$ cat src/rtl/alu_pkg.sv
// Shared definitions for the ALU and its issue controller: opcode map and
// issue FSM state encoding.
package alu_pkg;

  localparam logic [1:0] ALU_ADD = 2'b00;
  localparam logic [1:0] ALU_OR  = 2'b01;
  localparam logic [1:0] ALU_SUB = 2'b10;
  localparam logic [1:0] ALU_XOR = 2'b11;

  typedef enum logic [1:0] {
    StIdle = 2'b00,
    StExec = 2'b01,
    StDone = 2'b10
  } issue_state_e;

endpackage

$ cat src/rtl/alu_req_fifo.sv
// Request FIFO for the ALU issue controller. Head entry is shown on rdata
// whenever the FIFO is not empty; full/empty decode a registered occupancy count.
module alu_req_fifo #(
  parameter int unsigned DW    = 18,
  parameter int unsigned DEPTH = 4
) (
  input  logic          clk,
  input  logic          rst,
  input  logic          push,
  input  logic [DW-1:0] wdata,
  input  logic          pop,
  output logic [DW-1:0] rdata,
  output logic          full,
  output logic          empty
);

  localparam int unsigned AW = (DEPTH > 1) ? $clog2(DEPTH) : 1;
  localparam logic [AW:0] FullCount = (AW + 1)'(DEPTH);

  logic [DW-1:0] mem [DEPTH];
  logic [AW-1:0] wptr_q;
  logic [AW-1:0] rptr_q;
  logic [AW:0]   count_q;
  logic          do_push;
  logic          do_pop;

  assign full    = (count_q == FullCount);
  assign empty   = (count_q == '0);
  assign do_push = push && !full;
  assign do_pop  = pop && !empty;
  assign rdata   = mem[rptr_q];

  // Storage is not reset; only pointers and count define which entries are live.
  always_ff @(posedge clk) begin
    if (do_push) begin
      mem[wptr_q] <= wdata;
    end
  end

  always_ff @(posedge clk or posedge rst) begin
    if (rst) begin
      wptr_q  <= '0;
      rptr_q  <= '0;
      count_q <= '0;
    end else begin
      if (do_push) begin
        wptr_q <= wptr_q + AW'(1);
      end
      if (do_pop) begin
        rptr_q <= rptr_q + AW'(1);
      end
      unique case ({do_push, do_pop})
        2'b10:   count_q <= count_q + (AW + 1)'(1);
        2'b01:   count_q <= count_q - (AW + 1)'(1);
        default: count_q <= count_q;
      endcase
    end
  end

endmodule

$ cat src/rtl/alu_issue_ctrl.sv
// Issue controller in front of the combinational alu: buffers requests, issues one at a
// time on registered ALU inputs and returns results in order. ALU_ISSUE_STATS_EN adds op_count.
module alu_issue_ctrl
  import alu_pkg::*;
#(
  parameter int unsigned W     = 8,
  parameter int unsigned DEPTH = 4
) (
  input  logic         clk,
  input  logic         rst,
  input  logic         req_valid,
  output logic         req_ready,
  input  logic [1:0]   req_opcode,
  input  logic [W-1:0] req_a,
  input  logic [W-1:0] req_b,
  output logic [W-1:0] alu_a,
  output logic [W-1:0] alu_b,
  output logic [1:0]   alu_opcode,
  input  logic [W-1:0] alu_out,
  output logic         res_valid,
  input  logic         res_ready,
  output logic [W-1:0] res_data,
  output logic [1:0]   res_opcode
`ifdef ALU_ISSUE_STATS_EN
  ,
  output logic [15:0]  op_count
`endif
);

  localparam int unsigned DW = 2 * W + 2;

  issue_state_e  state_q;
  logic          fifo_full;
  logic          fifo_empty;
  logic          fifo_push;
  logic          fifo_pop;
  logic [DW-1:0] fifo_wdata;
  logic [DW-1:0] fifo_rdata;

  assign req_ready  = !fifo_full;
  assign fifo_push  = req_valid && req_ready;
  assign fifo_pop   = (state_q == StIdle) && !fifo_empty;
  assign fifo_wdata = {req_opcode, req_a, req_b};

  alu_req_fifo #(
    .DW    (DW),
    .DEPTH (DEPTH)
  ) u_fifo (
    .clk   (clk),
    .rst   (rst),
    .push  (fifo_push),
    .wdata (fifo_wdata),
    .pop   (fifo_pop),
    .rdata (fifo_rdata),
    .full  (fifo_full),
    .empty (fifo_empty)
  );

  // ALU input registers change only on a pop, so alu_out is stable throughout EXEC.
  always_ff @(posedge clk or posedge rst) begin
    if (rst) begin
      state_q    <= StIdle;
      alu_a      <= '0;
      alu_b      <= '0;
      alu_opcode <= '0;
      res_valid  <= 1'b0;
      res_data   <= '0;
      res_opcode <= '0;
    end else begin
      unique case (state_q)
        StIdle: begin
          if (!fifo_empty) begin
            alu_opcode <= fifo_rdata[DW-1 -: 2];
            alu_a      <= fifo_rdata[2*W-1 -: W];
            alu_b      <= fifo_rdata[W-1:0];
            state_q    <= StExec;
          end
        end
        StExec: begin
          res_data   <= alu_out;
          res_opcode <= alu_opcode;
          res_valid  <= 1'b1;
          state_q    <= StDone;
        end
        StDone: begin
          if (res_ready) begin
            res_valid <= 1'b0;
            state_q   <= StIdle;
          end
        end
        default: begin
          res_valid <= 1'b0;
          state_q   <= StIdle;
        end
      endcase
    end
  end

`ifdef ALU_ISSUE_STATS_EN
  always_ff @(posedge clk or posedge rst) begin
    if (rst) begin
      op_count <= '0;
    end else if (res_valid && res_ready) begin
      op_count <= op_count + 16'd1;
    end
  end
`endif

endmodule

$ cat config.mk
export PLATFORM = sky130hd
export DESIGN_NAME = alu_issue_ctrl
export DESIGN_NICKNAME = d
export VERILOG_FILES = /design/src/rtl/alu_pkg.sv /design/src/rtl/alu_req_fifo.sv /design/src/rtl/alu_issue_ctrl.sv
export SDC_FILE = /design/constraint.sdc
export NUM_CORES = 1
export LEC_CHECK = 0
export CORE_UTILIZATION = 54
export DETAILED_ROUTE_END_ITERATION = 12
export PLACE_DENSITY = 0.79
export SLEW_MARGIN = 20
export SYNTH_ARGS = -nofsm -noshare
export SYNTH_HDL_FRONTEND = slang
export SYNTH_SLANG_ARGS = --single-unit
$ cat constraint.sdc
create_clock -name clk -period 2.93 [get_ports clk]
set_clock_uncertainty 0.2 [all_clocks]
set_input_delay 0.586 -clock clk [delete_from_list [all_inputs] [get_ports clk]]
set_output_delay 0.586 -clock clk [all_outputs]
set_load 0.1 [all_outputs]
After elaboration in Yosys (flattened, before gate mapping)
Memory sizes are Yosys's and may differ from the RTL's. A register that Yosys moved wholly into a read port is not among the register bits.
Index checks and enable logic that the tools add are counted.
Widths: inputs -> output; s select.
- logic and storage cells: 41
- RAM bits: 72
- memories kept: 1
- output and inout bits: 30
- input port bits: 30
- register bits: 20
- bitwise logic cells: 2
- add/subtract/negate cells: 4
- eq/ne operators: 7
- muxes and demuxes: 8
- reduce and logical (&&, ||, !) cells: 12
- memories (name ; words ; width ; read ports ; clocked after Yosys merged registers in ; write ports ; line ; RTL):
    u_fifo.mem ; 4 ; 18 ; 1 ; 1 ; 1 ; alu_req_fifo.sv:20 ; logic [DW-1:0] mem [DEPTH];
- operators by type and width (kind ; count):
    $pmux 2 s3 ; 1
    $pmux 3 s2 ; 1
    $reduce_and 2->1 ; 3
    $add 2x1->2 const B ; 2
    $eq 2x1->1 const B ; 2
    $eq 2x2->1 const B ; 2
    $logic_and 1x1->1 ; 4
    $mux 2 ; 2
    $ne 2x2->1 const B ; 2
    $add 3x1->3 const B ; 1
    $eq 3x3->1 const B ; 1
    $logic_not 3->1 ; 1
    $mux 1 ; 3
    $pmux 1 s3 ; 1
    $sub 3x1->3 const B ; 1
    $logic_not 1->1 ; 2
    $logic_not 2->1 ; 1
    $not 1->1 ; 2
    $reduce_bool 2->1 ; 1

Longest topological paths before layout
- depth after elaboration: 6
- mapped depth: 9
- mapped depth without buffers: 8

Cells and area by module
Synthesis repeated with hierarchy kept, for this count alone.
- cells, all modules: 203
- area, all modules: 4262.8 um^2
- modules (own cells, without submodules) (module ; area an instance (um^2) ; instances ; cells each):
    alu_req_fifo ; 3041.7 ; 1 ; 132
    alu_issue_ctrl ; 1221.2 ; 1 ; 71

Worst setup path before layout
Ideal clock, no wire load.
- path type: reg-to-reg
- start point: register u_fifo.count_q[0]
- end point: register u_fifo.count_q[2]
- data arrival time: 2200 ps
- setup time: 79 ps
- path slack: 451 ps
- cell stages (with the launch flop): 10
- period minus slack after synthesis: 2479 ps
- data required time: 2651 ps
- path buffers: 1
- cell sequence: dfrtp_1 > or3b_1 > buf_2 > nand2_4 > ha_1 > inv_1 > fa_1 > xor2_1 > nor2_1 > xor2_1
- cells in the longest elaborated chain, start to end: 6
- elaborated cells on any way between the ends: 14
- ends and longest elaborated chain (item ; line ; RTL):
    from (decl) ; alu_req_fifo.sv:23 ; logic [AW:0] count_q;
    from (signal assigned) ; alu_req_fifo.sv:53 ; 2'b10: count_q <= count_q + (AW + 1)'(1);
    from (signal assigned) ; alu_req_fifo.sv:54 ; 2'b01: count_q <= count_q - (AW + 1)'(1);
    from (signal assigned) ; alu_req_fifo.sv:55 ; default: count_q <= count_q;
    $eq 3x3->1 * ; alu_req_fifo.sv:27 ; assign full = (count_q == FullCount);
    $logic_not 1->1 * ; alu_issue_ctrl.sv:40 ; assign req_ready = !fifo_full;
    net req_ready ; alu_issue_ctrl.sv:12 ; output logic req_ready,
    $logic_and 1x1->1 ; alu_issue_ctrl.sv:41 ; assign fifo_push = req_valid && req_ready;
    $logic_and 1x1->1 * ; alu_req_fifo.sv:29 ; assign do_push = push && !full;
    $eq 2x1->1 or $eq 2x2->1 (tied branches) ; alu_req_fifo.sv:52 ; unique case ({do_push, do_pop})
    $pmux 3 s2 or $reduce_bool 2->1 (tied branches) ; -- ;
Mark *: on every way through the listed nets, which the timed path passes. The rest lies on a longest branch.
A chain may end at the register's enable or synchronous reset.

Worst setup path after layout
- start point: register u_fifo.count_q[0]
- end point: output port req_ready
- cells in the longest elaborated chain, start to end: 2
- ends and longest elaborated chain (item ; line):
    $eq 3x3->1 ; alu_req_fifo.sv:27
    $logic_not 1->1 ; alu_issue_ctrl.sv:40
    to (decl) ; alu_issue_ctrl.sv:12
Every way passes these cells.

==> reports/results.tsv <==
stage	metric	value	unit
logic_synthesis	Adder-Cell Fraction of Synth Area	0.01945	
layout	nets	307	
worst_setup_path	CP delay by family, top	simple AND/OR/NAND/NOR gates	
clock_network	clock tree from TritonCTS	yes	
worst_setup_path	slowest cell delay on critical path	0.51	ns
min_path	Min-Delay Path Class	flop to flop	
drt	DR iter-0 viols	98	
floorplan	Rows	31	
floorplan	starting density of the core	0.5732	
worst_setup_path	CP Buf/Inv Count	1	
logic_synthesis	register bit total from synthesis	110	
layout	share of post-route cells with drive strength above 1	0.3804	
timing	final worst slack	0.5459	ns
drt	DRC	0	
clock_network	hold_buf cts	0	
logic_synthesis	cell count after synthesis	200	
worst_setup_path	Crit Path Category	flop to output port	
outcome	status	finished clean	
logic_synthesis	Yosys cell types	25	
timing	measured slew at the worst slew-check pin	0.9040	ns
layout	most frequent cells in the layout	edfxtp_1 (72), dfrtp_1 (38), buf_4 (38)	
place	Detailed Place HPWL	4531	µm
worst_setup_path	Worst Setup EP	req_ready	
worst_setup_path	Critical Path RT	2.14	ns
clock_network	register clock-pin slew on the reported worst setup and hold paths	0.10	ns
timing	Final period util	0.8137	
drt	DRT antenna net count	0	
worst_setup_path	CP max FO	6	
worst_setup_path	crit end category	output port	
logic_synthesis	Warnings, synthesis	0	
worst_setup_path	R2R setup slack	0.56	ns
timing	Post-Route Setup TNS	0	ns
timing	relative slew slack	0.3961	
logic_synthesis	main combinational cell family by area after synthesis	multiplexers	
clock_network	clk buf depth	2	
logic_synthesis	Synth Area in Compound Gates	0.004714	
place	IO buf count	59	
timing	RSZ-0062 raised after global routing	no	
layout	number of antenna repair diodes	0	
floorplan	full die area	8223	µm²
grt	grt ovf	0	
worst_setup_path	crit-path cells	or3b_1 > buf_4	
logic_synthesis	synthesized area	4247	µm²
drt	Via Count	2006	
layout	leading cell type in the layout, fill and taps excluded	edfxtp_1	
drt	DRT Wirelength	7128	µm
clock_network	Clock Tree Root	clkbuf_8	
drt	vias per inst	5.349	
timing	final count of negative-setup-slack endpoints	0	
timing	Achievable Freq	419.4	MHz
worst_setup_path	crit path max-delay cell type	or3b_1	
job	max-cap violations	0	
grt	first-pass GRT wire length	11650	µm
grt	gr usage total	0.1937	
clock_network	CTS sink count	110	
clock_network	clock latency at the later pin of the worst-skew pair	0.36	ns
floorplan	Die Ht	90.68	µm
clock_network	CTS Buf Count	9	
drt	drt wl/cell	19.01	µm
clock_network	Post CTS Setup Buffer Count	0	
timing	min Tclk post-route	2.384	ns
layout	P&R area growth vs syn	21.07	%
floorplan	I/O pins	60	
logic_synthesis	post-synthesis sequential area ratio	0.7331	
logic_synthesis	Simple-Gate Fraction of Synth Area	0.02092	
floorplan	Core Area	7408	µm²
place	gpl congestion	0.6814	
clock_network	PostCTS Resize Cnt	0	
timing	Slew Viols, Final	0	
logic_synthesis	syn nets	236	
drt	TritonRoute pass-1 iters	4	
logic_synthesis	Avg Inst Size Synth	21.23	µm²
worst_setup_path	Worst EP arrival	1.60	ns
worst_setup_path	R2R cell count	8	
place	DP Worst Slack	0.3940	ns
floorplan	Die Wd	90.68	µm
worst_setup_path	Critical path origin	u_fifo.count_q[0]$_DFFE_PP0P_	
worst_setup_path	FF-to-FF Start	u_fifo.count_q[0]$_DFFE_PP0P_	
timing	endpoints failing hold	0	
grt	largest net degree at the start of global routing	39	
worst_setup_path	Setup crit start kind	flop	
worst_setup_path	WP depth	2	
worst_setup_path	r2r endpoint	u_fifo.count_q[2]$_DFFE_PP0P_	
grt	vias in the first global route	2223	
grt	initial antenna violation count	0	
logic_synthesis	Post-Synth XOR/XNOR Area	0.01237	
logic_synthesis	multiplexer area fraction after synthesis	0.1906	
clock_network	H-tree levels	3	
==> cells by family after synthesis <==
group           Yosys count
simple gates             13
flops                   110
xor+xnor                  6
buf+inv                  14
fa+ha+maj                 6
mux                      48
compound gates            3
==> flip-flops by register name, summed over array words and instances (netlist names) <==
signal,count
res_valid,1
u_fifo.rptr_q,2
u_fifo.mem,72
state_q,2
res_opcode,2
u_fifo.wptr_q,2
alu_b,8
u_fifo.count_q,3
alu_opcode,2
res_data,8
alu_a,8
==> Yosys cell counts (all sizes together) <==
| library cell | count | area [µm²] |
|---|---|---|
| nand2 | 1 | 11.26 |
| o21a | 1 | 7.510 |
| nor3 | 3 | 20.02 |
| or4b | 1 | 10.01 |
| nor2 | 2 | 7.510 |
| buf | 8 | 57.55 |
| a21o | 1 | 7.510 |
| edfxtp | 72 | 2162 |
| dfrtp | 38 | 950.9 |
| and3 | 4 | 25.02 |
| xnor2 | 3 | 26.28 |
| o21ai | 1 | 5.000 |
| or3b | 1 | 8.760 |
| inv | 6 | 22.52 |
| nor2b | 1 | 6.260 |
| ha | 5 | 62.56 |
| mux2 | 29 | 394.1 |
| mux2i | 1 | 10.01 |
| xor2 | 3 | 26.28 |
| mux4 | 18 | 405.4 |
| fa | 1 | 20.02 |
==> cell type report <==
| class | count | area (µm²) |
|---|---|---|
| Clock inverter | 7 | 103.9 |
| Sequential cell | 110 | 3113 |
| Fill cell | 472 | 2267 |
| Clock buffer | 9 | 123.9 |
| Tap cell | 99 | 123.9 |
| Multi-Input combinational cell | 76 | 1059 |
| Inverter | 6 | 22.52 |
| Timing Repair Buffer | 68 | 595.6 |
==> per-stage QoR <==
step           instances  utilization  hold WS, ns  cell area (µm²)
3_5_place_dp         359       0.6632       0.2962             4913
2_1_floorplan        200            -       0.2728             4247
3_3_place_gp         359       0.6632       0.2767             4913
6_report             375       0.6940       0.3181             5141
5_1_grt              375       0.6940       0.3320             5141
4_1_cts              375       0.6940       0.3206             5141
==> metal layers <==
layer / GRT usage / wire length [µm] / vias up
li1: - / - / 907
met1: 0.2519 / 3173 / 1035
met2: 0.3207 / 3589 / 60
met3: 0.05051 / 308 / 4
met4: 0.06048 / 56 / 0
met5: 0 / 0 / -
==> worst min-delay path by stage <==
stage	from	slack (ns)	endpoint	cells after the start
finish	res_data[7]$_DFFE_PP0P_	0.32	res_data[7]$_DFFE_PP0P_	1
detailed placement	alu_a[5]$_DFFE_PP0P_	0.30	alu_a[5]$_DFFE_PP0P_	1
floorplan	u_fifo.count_q[2]$_DFFE_PP0P_	0.27	u_fifo.count_q[2]$_DFFE_PP0P_	1
global placement	res_valid$_DFFE_PP0P_	0.28	res_valid$_DFFE_PP0P_	1
global route	res_data[7]$_DFFE_PP0P_	0.33	res_data[7]$_DFFE_PP0P_	1
CTS	res_data[7]$_DFFE_PP0P_	0.32	res_data[7]$_DFFE_PP0P_	1
Power is not shown: default switching activity piles up to over one toggle a cycle in this logic, so the estimate is an artifact.
